File: config.mk
export PLATFORM = sky130hd
export DESIGN_NAME = apb_rr_master_arbiter
export DESIGN_NICKNAME = d
export VERILOG_FILES = /design/src/rtl/apb_rr_master_arbiter.sv
export SDC_FILE = /design/constraint.sdc
export NUM_CORES = 1
export LEC_CHECK = 0
export BUFFER_PORTS_ARGS = -buffer_cell sky130_fd_sc_hd__buf_2
export CORE_UTILIZATION = 42
export CTS_CLUSTER_DIAMETER = 50
export DETAILED_ROUTE_END_ITERATION = 7
export GPL_ROUTABILITY_DRIVEN = 0
export GPL_TIMING_DRIVEN = 1
export MAX_ROUTING_LAYER = met4
export PLACE_DENSITY = 0.86
export REMOVE_ABC_BUFFERS = 1
export SLEW_MARGIN = 0
export SYNTH_ARGS = -nofsm -noshare
export SYNTH_HDL_FRONTEND = slang
export SYNTH_SLANG_ARGS = --single-unit
File: constraint.sdc
create_clock -name clk -period 1.9 [get_ports clk]
set_input_delay 0.19 -clock clk [delete_from_list [all_inputs] [get_ports clk]]
set_output_delay 0.19 -clock clk [all_outputs]
set_load 0.005 [all_outputs]
File: src/rtl/apb_rr_master_arbiter.sv
// rtl/apb_rr_master_arbiter.sv - round-robin APB master sharing one bus (GPIO/UART) among NREQ requesters
// Optional ACCESS-phase timeout abort enabled by defining APB_ARB_TIMEOUT_EN.
module apb_rr_master_arbiter #(
  parameter int NREQ   = 2,
  parameter int ADDR_W = 32,
  parameter int DATA_W = 32
`ifdef APB_ARB_TIMEOUT_EN
  , parameter int TIMEOUT_CYC = 255
`endif
) (
  input  logic                   clk,
  input  logic                   rst_n,
  input  logic [NREQ-1:0]        req,
  input  logic [NREQ-1:0]        req_wr,
  input  logic [NREQ*ADDR_W-1:0] req_addr,
  input  logic [NREQ*DATA_W-1:0] req_wdata,
  output logic [NREQ-1:0]        done,
  output logic                   err,
  output logic [DATA_W-1:0]      rdata,
  output logic [1:0]             psel,
  output logic                   penable,
  output logic                   pwrite,
  output logic [ADDR_W-1:0]      paddr,
  output logic [DATA_W-1:0]      pwdata,
  input  logic [DATA_W-1:0]      prdata,
  input  logic                   pready
);

  localparam int PW = (NREQ > 1) ? $clog2(NREQ) : 1;

  typedef enum logic [1:0] {IDLE, SETUP, ACCESS, RESP} state_t;

  state_t            state_q, state_d;
  logic [PW-1:0]     ptr_q, ptr_d;
  logic [PW-1:0]     win_q, win_d;
  logic              wr_q, wr_d;
  logic [ADDR_W-1:0] addr_q, addr_d;
  logic [DATA_W-1:0] wdata_q, wdata_d;
  logic              slv_q, slv_d;
  logic              err_q, err_d;
  logic [DATA_W-1:0] rdata_q, rdata_d;

`ifdef APB_ARB_TIMEOUT_EN
  localparam int TW = ($clog2(TIMEOUT_CYC + 1) > 8) ? $clog2(TIMEOUT_CYC + 1) : 8;
  logic [TW-1:0] tcnt_q, tcnt_d;
`endif

  // First asserted request at or after the pointer, wrapping.
  logic              found;
  logic [PW-1:0]     grant;
  logic [PW-1:0]     idx;
  logic [ADDR_W-1:0] addr_g;

  always_comb begin
    found = 1'b0;
    grant = '0;
    idx   = '0;
    for (int k = 0; k < NREQ; k++) begin
      idx = PW'((int'(ptr_q) + k) % NREQ);
      if (!found && req[idx]) begin
        found = 1'b1;
        grant = idx;
      end
    end
    addr_g = req_addr[int'(grant)*ADDR_W +: ADDR_W];
  end

  always_comb begin
    state_d = state_q;
    ptr_d   = ptr_q;
    win_d   = win_q;
    wr_d    = wr_q;
    addr_d  = addr_q;
    wdata_d = wdata_q;
    slv_d   = slv_q;
    err_d   = err_q;
    rdata_d = rdata_q;
`ifdef APB_ARB_TIMEOUT_EN
    tcnt_d  = tcnt_q;
`endif
    case (state_q)
      IDLE: begin
        if (found) begin
          win_d   = grant;
          ptr_d   = PW'((int'(grant) + 1) % NREQ);
          wr_d    = req_wr[grant];
          addr_d  = addr_g;
          wdata_d = req_wdata[int'(grant)*DATA_W +: DATA_W];
          err_d   = 1'b0;
          rdata_d = '0;
`ifdef APB_ARB_TIMEOUT_EN
          tcnt_d  = '0;
`endif
          case (addr_g[15:12])
            4'h0: begin slv_d = 1'b0; state_d = SETUP; end
            4'h1: begin slv_d = 1'b1; state_d = SETUP; end
            default: begin err_d = 1'b1; state_d = RESP; end
          endcase
        end
      end
      SETUP: state_d = ACCESS;
      ACCESS: begin
        if (pready) begin
          if (!wr_q) rdata_d = prdata;
          state_d = RESP;
        end
`ifdef APB_ARB_TIMEOUT_EN
        else if (tcnt_q == TW'(TIMEOUT_CYC - 1)) begin
          err_d   = 1'b1;
          rdata_d = '0;
          state_d = RESP;
        end else begin
          tcnt_d = tcnt_q + TW'(1);
        end
`endif
      end
      RESP: state_d = IDLE;
      default: state_d = IDLE;
    endcase
  end

  always_ff @(posedge clk) begin
    if (!rst_n) begin
      state_q <= IDLE;
      ptr_q   <= '0;
      win_q   <= '0;
      wr_q    <= 1'b0;
      addr_q  <= '0;
      wdata_q <= '0;
      slv_q   <= 1'b0;
      err_q   <= 1'b0;
      rdata_q <= '0;
`ifdef APB_ARB_TIMEOUT_EN
      tcnt_q  <= '0;
`endif
    end else begin
      state_q <= state_d;
      ptr_q   <= ptr_d;
      win_q   <= win_d;
      wr_q    <= wr_d;
      addr_q  <= addr_d;
      wdata_q <= wdata_d;
      slv_q   <= slv_d;
      err_q   <= err_d;
      rdata_q <= rdata_d;
`ifdef APB_ARB_TIMEOUT_EN
      tcnt_q  <= tcnt_d;
`endif
    end
  end

  // Bus and response outputs decode straight from the registered state.
  assign psel    = ((state_q == SETUP) || (state_q == ACCESS)) ? (slv_q ? 2'b10 : 2'b01) : 2'b00;
  assign penable = (state_q == ACCESS);
  assign pwrite  = wr_q;
  assign paddr   = addr_q;
  assign pwdata  = wdata_q;
  assign done    = (state_q == RESP) ? (NREQ'(1) << win_q) : '0;
  assign err     = (state_q == RESP) && err_q;
  assign rdata   = (state_q == RESP) ? rdata_q : '0;

endmodule

Word-level counts from Yosys, hierarchy flattened
Index checks and enable logic that the tools add are counted.
- flip-flop bits (word level): 103
- memory bits (writable): 0
- word-level logic and storage cells: 61
- memories: 0
- latch bits: 0
- memory bits (read-only): 0
- output and inout port bits: 103
- input port bits: 167
- $lt $le $gt $ge: 3
- bitwise logic cells: 0
- reductions and logical operators: 13
- $add $sub $neg: 2
- eq/ne operators: 7
- divide/modulo/power cells: 0
- multiply operators: 0
- mux-type cells: 24
- shifts and indexed selects: 3
- operators by type and width (cell ; number):
    $mux W32 ; 4
    $shiftx A64 B7 Y32 ; 2
    $pmux W32 S2 ; 1
    $mux W2 ; 6
    $mux W1 ; 11
    $pmux W2 S4 ; 1
    $lt A1 B2 Y1 const B ; 3
    $eq A2 B2 Y1 const B ; 2
    $eq A4 B1 Y1 const B ; 1
    $logic_not A4 Y1 ; 1
    $ne A2 B2 Y1 const B ; 2
    $reduce_and A2 Y1 ; 2
    $reduce_and A4 Y1 ; 1
    $reduce_bool A2 Y1 ; 2
    $reduce_and A3 Y1 ; 1
    $add A1 B1 Y1 const B ; 2
    $eq A2 B1 Y1 const B ; 1
    $logic_and A1 B1 Y1 ; 2
    $logic_not A2 Y1 ; 1
    $ne A2 B1 Y1 const B ; 1
    $pmux W1 S2 ; 1
    $reduce_or A2 Y1 ; 1
    $shl A1 B1 Y2 const A ; 1
    $logic_not A1 Y1 ; 1
    $logic_or A1 B1 Y1 ; 1

Logic depth before layout (Yosys ltp)
Gate-level depths: netlist of run 1.
- depth after elaboration: 12
- depth in mapped cells: 7

Worst setup path before layout of run 1
OpenSTA, ideal clock, no wires.
- kind: register -> register
- from: reg state_q[0]
- to: reg rdata_q[10]
- cell stages (with the launch flop): 8
- setup slack: 199 ps
- path buffers: 1
- required time: 1772 ps
- arrival time: 1573 ps
- cells stage by stage: dfxtp_1 > inv_1 > ha_1 > nand2b_1 > a21oi_2 > buf_6 > mux2i_1 > nor2_1
- cells in the longest elaborated chain, start to end: 3
- ends and longest elaborated chain (element ; RTL line ; RTL):
    from (decl) ; 33 ; state_t state_q, state_d;
    from (signal assigned) ; 137 ; state_q <= state_d;
    $eq A2 B2 Y1 * ; n/a ;
    via penable ; 21 ; output logic penable,
    $ne A2 B2 Y1 (no source line) (tied with other cells) ; n/a ;
    $reduce_and A4 Y1 (no source line) ; n/a ;
    to (signal assigned) ; 145 ; rdata_q <= rdata_d;
    to (decl) ; 41 ; logic [DATA_W-1:0] rdata_q, rdata_d;
The timed path passes the listed nets; every way through them passes the cells marked *.
A chain may end at the register's enable or synchronous reset.

Worst setup path after layout of run 1
- from: reg state_q[0]
- to: reg rdata_q[15]
- cells in the longest elaborated chain, start to end: 3
- ends and longest elaborated chain (element ; RTL line ; RTL):
    $eq A2 B2 Y1 or $logic_not A2 Y1 (tied branches) ; 81 ; case (state_q)
    $ne A2 B2 Y1 (no source line) (tied with other cells) ; n/a ;
    $reduce_and A4 Y1 (no source line) ; n/a ;
Parallel ways exist; a longest one is shown, timed or not.

==> flow_summary.json, run 1 <==
{
  "synth_flop_cell": "dfxtp_1",
  "die-area_um2": 10970,
  "crit_fanout": 32,
  "power_leakage_nw": 3.019,
  "grt_start_max_net_pins": 62,
  "cts_sinks": 103,
  "synthCells": 461,
  "synthArstFlopShare": 0,
  "place_inst": 834,
  "slew_viol_final": 0,
  "cts_buffer_depth": 2,
  "ios": 270,
  "max-cap-violations": 0,
  "final_area_um2": 6058,
  "start_util": 0.4312,
  "synth_cell_type_count": 33,
  "fin_skew_ns": 0.009640,
  "syn_area_per_cell_um2": 9.613,
  "place_hpwl_um": 9555,
  "final_cell_mix": "buf_2 (269), nor2_1 (101), dfxtp_1 (101)",
  "grt_setup_unrepaired": "false",
  "hold_class": "in2reg",
  "violations": "design-rule violations",
  "area_delta_synth_final_pct": 36.70,
  "drc": 5,
  "fin_nets": 881,
  "first_global_vias": 4487,
  "drt.antenna.violating_nets": 0,
  "ys.warnings.count": 0,
  "viasPerCell": 5.414,
  "fin_cells": 851,
  "p_comb_frac": 0.431,
  "worst_ep_required_time_ns": 2.13,
  "max_freq_mhz": 568.8,
  "nFillCells": 899,
  "dieHeight_um": 104.7,
  "swShare": 0.3614,
  "synth-edff-count": 0,
  "hold_slack_ns": 0.05612,
  "clkPwrFrac": 0.181,
  "timing.critical_path.arrival_ns": 1.99,
  "seq_area_frac_synth": 0.4653,
  "start_kind": "register",
  "insertion_delay_ns": 0.36,
  "cts_tree": "done",
  "grt_usage": 0.2384,
  "layout_min_cycle_time_ns": 1.758,
  "vdd_ir_drop_max_mv": 0.5849,
  "hold_depth": 3,
  "grt-ovfl-total": 0,
  "antenna_found_initial": 0,
  "htreeDepth": 3,
  "dr_total_vias": 4607,
  "ys_seq_elements": 103,
  "p_seq_frac": 0.389,
  "cts-root-buf": "clkbuf_8",
  "setup_viol": 0,
  "wl_um": 13120,
  "maxSlewHeadroom": 0.6444,
  "drt-initial-drc-count": 457,
  "final_common_cell": "buf_2",
  "p_per_area_nw_per_um2": 1253,
  "synth_area_um2": 4432,
  "final-hold-violation-count": 0,
  "crit_path_end_kind": "register",
  "p_int_mw": 4.847,
  "p_total_mw": 7.590,
  "rows": 37,
  "drive_gt1_frac": 0.4294,
  "seqCellArea_um2": 2064,
  "grt_pass1_wl_um": 20750,
  "num_antenna_cells": 0,
  "period_share": 0.9253,
  "critPathKind": "reg2reg",
  "coreArea_um2": 10280,
  "numCtsBuffers": 9,
  "first_pass_iters": 8,
  "numPortBuffers": 269,
  "multi_input_area_um2": 2143,
  "outcome": "finished, violations left",
  "worst_pin_slew_ns": 0.5334,
  "place_area_um2": 5831,
  "ff2ff_path_depth": 7,
  "avgRoutedWirePerCell_um": 15.41,
  "hold_buffers": 0,
  "die_w_um": 104.7,
  "path_clk_slew_ns": 0.10,
  "p_sw_mw": 2.744
}
==> power by group through the flow <==
| stage | Sequential [mW] | Combinational (mW) | Clock (mW) |
|---|---|---|---|
| floorplan | 2.96 | 1.96 | 0 |
| global placement | 2.94 | 3.10 | 0 |
| detailed placement | 2.97 | 3.23 | 0 |
| CTS | 2.93 | 3.24 | 1.40 |
| global route | 3.00 | 3.56 | 1.51 |
| finish | 2.95 | 3.27 | 1.37 |
==> path summary, 6_finish.rpt <==
kind | from | end | slack [ns]
worst min-delay path | req_addr[37] | paddr[5] | 0.06
worst max-delay path | state_q[0] | rdata_q[15] | 0.14
worst min register to register | rdata_q[20] | rdata_q[20] | 0.49
worst max register to register | state_q[0] | rdata_q[15] | 0.14
==> flip-flops by register name, indices dropped and copies added, names as in the netlist <==
| register | count |
|---|---|
| ptr_q | 1 |
| pwdata | 32 |
| state_q | 2 |
| paddr | 32 |
| rdata_q | 32 |
| slv_q | 1 |
| win_q | 1 |
| pwrite | 1 |
| err_q | 1 |
==> critical path, stage by stage (launching register included) <==
cell	delay [ns]
dfxtp_2	0.37
inv_1	0.09
ha_1	0.25
nand2b_1	0.20
a21oi_4	0.16
buf_12	0.25
mux2i_1	0.23
nor2_1	0.06
==> logic make-up after synthesis <==
logic type               after synthesis  synth area share
adder cells (fa/ha/maj)                4           0.01129
AO/OA/AOI/OAI                         79            0.1700
flip-flops                           103            0.4653
AND/OR/NAND/NOR                      197            0.2199
multiplexers                          33           0.07453
buffers and inverters                 45           0.05900
==> routing by layer <==
layer  routed length [um]  vias up  GRT usage
met4                  304        0    0.08451
met5                    0        -          -
met3                  921       28    0.05614
met2                 6730      248     0.4167
met1                 5159     2159     0.2649
li1                     -     2172          -
==> cell type report <==
class                           count  area share
Timing Repair Buffer              278      0.2416
Clock buffer                       10     0.02272
Sequential cell                   103      0.3408
Multi-Input combinational cell    313      0.3538
Inverter                            5    0.003098
Clock inverter                      6    0.009913
Tap cell                          136     0.02809
==> synth_stat cells, drive strengths merged (2+ instances only) <==
master / instances / area (um2)
dfxtp: 103 / 2062
nor3: 8 / 51.30
a222oi: 61 / 610.6
a21oi: 5 / 32.53
nand2b: 2 / 12.51
and2: 68 / 425.4
o21ai: 5 / 36.29
nand4b: 2 / 17.52
nand2: 5 / 18.77
ha: 4 / 50.05
clkbuf: 24 / 100.1
mux2i: 33 / 330.3
a311oi: 3 / 26.28
inv: 5 / 18.76
nand3: 4 / 20.02
nor2: 101 / 379.1
nor2b: 3 / 18.77
buf: 16 / 142.6
==> through the flow <==
stage          setup slack, ns    util  TNS [ns]
2_1_floorplan           -1.006       -    -80.79
3_3_place_gp            0.1435  0.5673         0
3_5_place_dp           0.02566  0.5673         0
4_1_cts              0.0002967  0.5868         0
5_1_grt                0.02996  0.5895         0
6_report                0.1420  0.5895         0
==> what timing repair did <==
| item | CTS | global route |
|---|---|---|
| resized for setup | 1 | 5 |
| setup buffers | 0 | 1 |
| endpoints found under the setup margin | 35 | 110 |
Power figures use the tool's default switching activity.
==> run 2: changes to the inputs <==
--- a/config.mk
+++ b/config.mk
@@ -11,9 +11,11 @@
 export DETAILED_ROUTE_END_ITERATION = 7
 export GPL_ROUTABILITY_DRIVEN = 0
 export GPL_TIMING_DRIVEN = 1
+export HOLD_SLACK_MARGIN = 0.12
 export MAX_ROUTING_LAYER = met4
 export PLACE_DENSITY = 0.86
 export REMOVE_ABC_BUFFERS = 1
+export SETUP_SLACK_MARGIN = 0.5
 export SLEW_MARGIN = 0
 export SYNTH_ARGS = -nofsm -noshare
 export SYNTH_HDL_FRONTEND = slang
==> run 2 against run 1 <==
Net effect:
- the flow still finishes with violations (design-rule violations)
- first-iteration DRC count up 78%
- total power up 26%
- via count up 29%
- global-route usage up 14 points
- critical path type unchanged
- critical endpoint is now paddr[4]
- largest cell class is now buffers
==> flow_summary.json, run 2 (synthesis gave the netlist of run 1 again) <==
{
  "grt_pass1_wl_um": 31060,
  "num_antenna_cells": 0,
  "drc": 1,
  "dr_total_vias": 5933,
  "crit_slowest_cell": "dfxtp_4",
  "rr_endpoint": "paddr[4]",
  "fin_ws_ns": 0.1115,
  "cp.depth": 7,
  "crit_path_end_kind": "register",
  "p_per_area_nw_per_um2": 1174,
  "wl_um": 21610,
  "final_common_cell": "buf_2",
  "vdd_ir_drop_max_mv": 0.7573,
  "timing.critical_path.arrival_ns": 2.02,
  "ff2ff_path_depth": 7,
  "avgRoutedWirePerCell_um": 21.54,
  "crit_fanout": 15,
  "dieHeight_um": 104.7,
  "final-hold-violation-count": 0,
  "crit_path_cell_trace": "inv_4, ha_4, o21ai_4, a21oi_4, buf_16, a222oi_1, nor2_1",
  "max_freq_mhz": 559.1,
  "r2r-start": "state_q[1]",
  "fin_cells": 1003,
  "cts-root-buf": "clkbuf_8",
  "first_global_vias": 6085,
  "numPortBuffers": 269,
  "place_hpwl_um": 9555,
  "layout_min_cycle_time_ns": 1.789,
  "viasPerCell": 5.915,
  "critPathMaxStageDelay_ns": 0.41,
  "setup_tns_ns": 0,
  "area_delta_synth_final_pct": 83.51,
  "insertion_delay_ns": 0.37,
  "drive_gt1_frac": 0.4314,
  "ios": 270,
  "grt-ovfl-total": 0,
  "drt-initial-drc-count": 813,
  "worst-path-buf-inv": 2,
  "critPathKind": "reg2reg",
  "slew_viol_final": 0,
  "final_cell_mix": "buf_2 (243), dlygate4sd3_1 (124), nor2_1 (101)",
  "hp-start": "req_addr[63]",
  "coreArea_um2": 10280,
  "holdPathEnd": "paddr[31]",
  "antenna_found_initial": 0,
  "cts_tree": "done",
  "start_kind": "register",
  "power_leakage_nw": 3.836,
  "outcome": "finished, violations left",
  "grt_start_max_net_pins": 56,
  "place_inst": 834,
  "die_w_um": 104.7,
  "worst_pin_slew_ns": 0.5509,
  "start_util": 0.4312,
  "rows": 37,
  "maxSlewHeadroom": 0.6327,
  "die-area_um2": 10970,
  "cts_sinks": 103,
  "nFillCells": 548,
  "cts_buffer_depth": 2,
  "grt_usage": 0.3753,
  "p_total_mw": 9.551,
  "hold_class": "in2reg",
  "violations": "design-rule violations",
  "period_share": 0.9413,
  "htreeDepth": 3,
  "grt_setup_unrepaired": "true",
  "max-cap-violations": 0,
  "fin_skew_ns": 0.01357,
  "numCtsBuffers": 9,
  "first_pass_iters": 8,
  "worst_ep_required_time_ns": 2.13,
  "drt.antenna.violating_nets": 0,
  "reg2reg_slack_ns": 0.11,
  "setup_viol": 0,
  "path_clk_slew_ns": 0.10,
  "dp_slack_ns": 0.02566,
  "fin_nets": 1033,
  "cp_top_family": "compound AO/OA/AOI/OAI gates",
  "hold_depth": 3
}
-- run 2: cell count changes in the layout (fill, tap and decap cells not counted), sizes merged --
cell / previous run / this run
dlygate4sd3: 0 / 124
buf: 278 / 302
clkbuf: 10 / 14
-- run 2: layer usage --
layer,GRT usage,wire length [um]
met3,0.08047,1913
met2,0.6325,10840
met1,0.3834,7208
met4,0.2827,1640
met5,-,0
-- run 2: how the worst max path moves through the flow --
stage,endpoint,startpoint
after global routing,rdata_q[28],state_q[1]
after floorplan,rdata_q[0],state_q[0]
after global placement,rdata_q[30],state_q[0]
final,paddr[4],state_q[1]
after CTS,rdata_q[25],state_q[1]
after detailed placement,rdata_q[31],state_q[0]
-- run 2: cell type report --
class / count / area, um2 / share of cell area
Clock buffer: 10 / 137.6 / 0.01692
Clock inverter: 6 / 60.06 / 0.007385
Inverter: 5 / 23.77 / 0.002923
Multi-Input combinational cell: 313 / 2275 / 0.2797
Sequential cell: 103 / 2068 / 0.2543
Tap cell: 136 / 170.2 / 0.02092
Timing Repair Buffer: 430 / 3398 / 0.4178
-- run 2: power by group --
part / switching [mW] / leakage (nW) / total (mW) / internal [mW]
Combinational: 2.43 / 2.89 / 5.11 / 2.68
Clock: 0.766 / 0.0981 / 1.40 / 0.639
Sequential: 0.358 / 0.844 / 3.03 / 2.67
-- run 2: per-stage QoR --
step | hold slack, ns | utilization | area [um2]
after detailed placement | 0.4369 | 0.5673 | 5831
after global placement | 0.4257 | 0.5673 | 5831
after CTS | 0.1203 | 0.7639 | 7851
final | 0.1173 | 0.7913 | 8133
after global routing | 0.1289 | 0.7913 | 8133
after floorplan | 0.3234 | - | 4189
-- run 2: repair_timing --
action                     in CTS  in global routing
resized for setup              65                 39
hold buffers                  123                  1
gates cloned                    7                  4
setup endpoints to repair     140                141
setup buffers                  14                  4
pin swaps                      18                 17
hold endpoints to repair       67                  1
-- run 2: worst reg2reg max path, delay by kind of cell (launching register included) --
kind | cells | cell delay (ns)
AO/OA/AOI/OAI | 3 | 0.67
adder cells (fa/ha/maj) | 1 | 0.18
buffers and inverters | 2 | 0.26
flip-flops | 1 | 0.41
AND/OR/NAND/NOR | 1 | 0.12
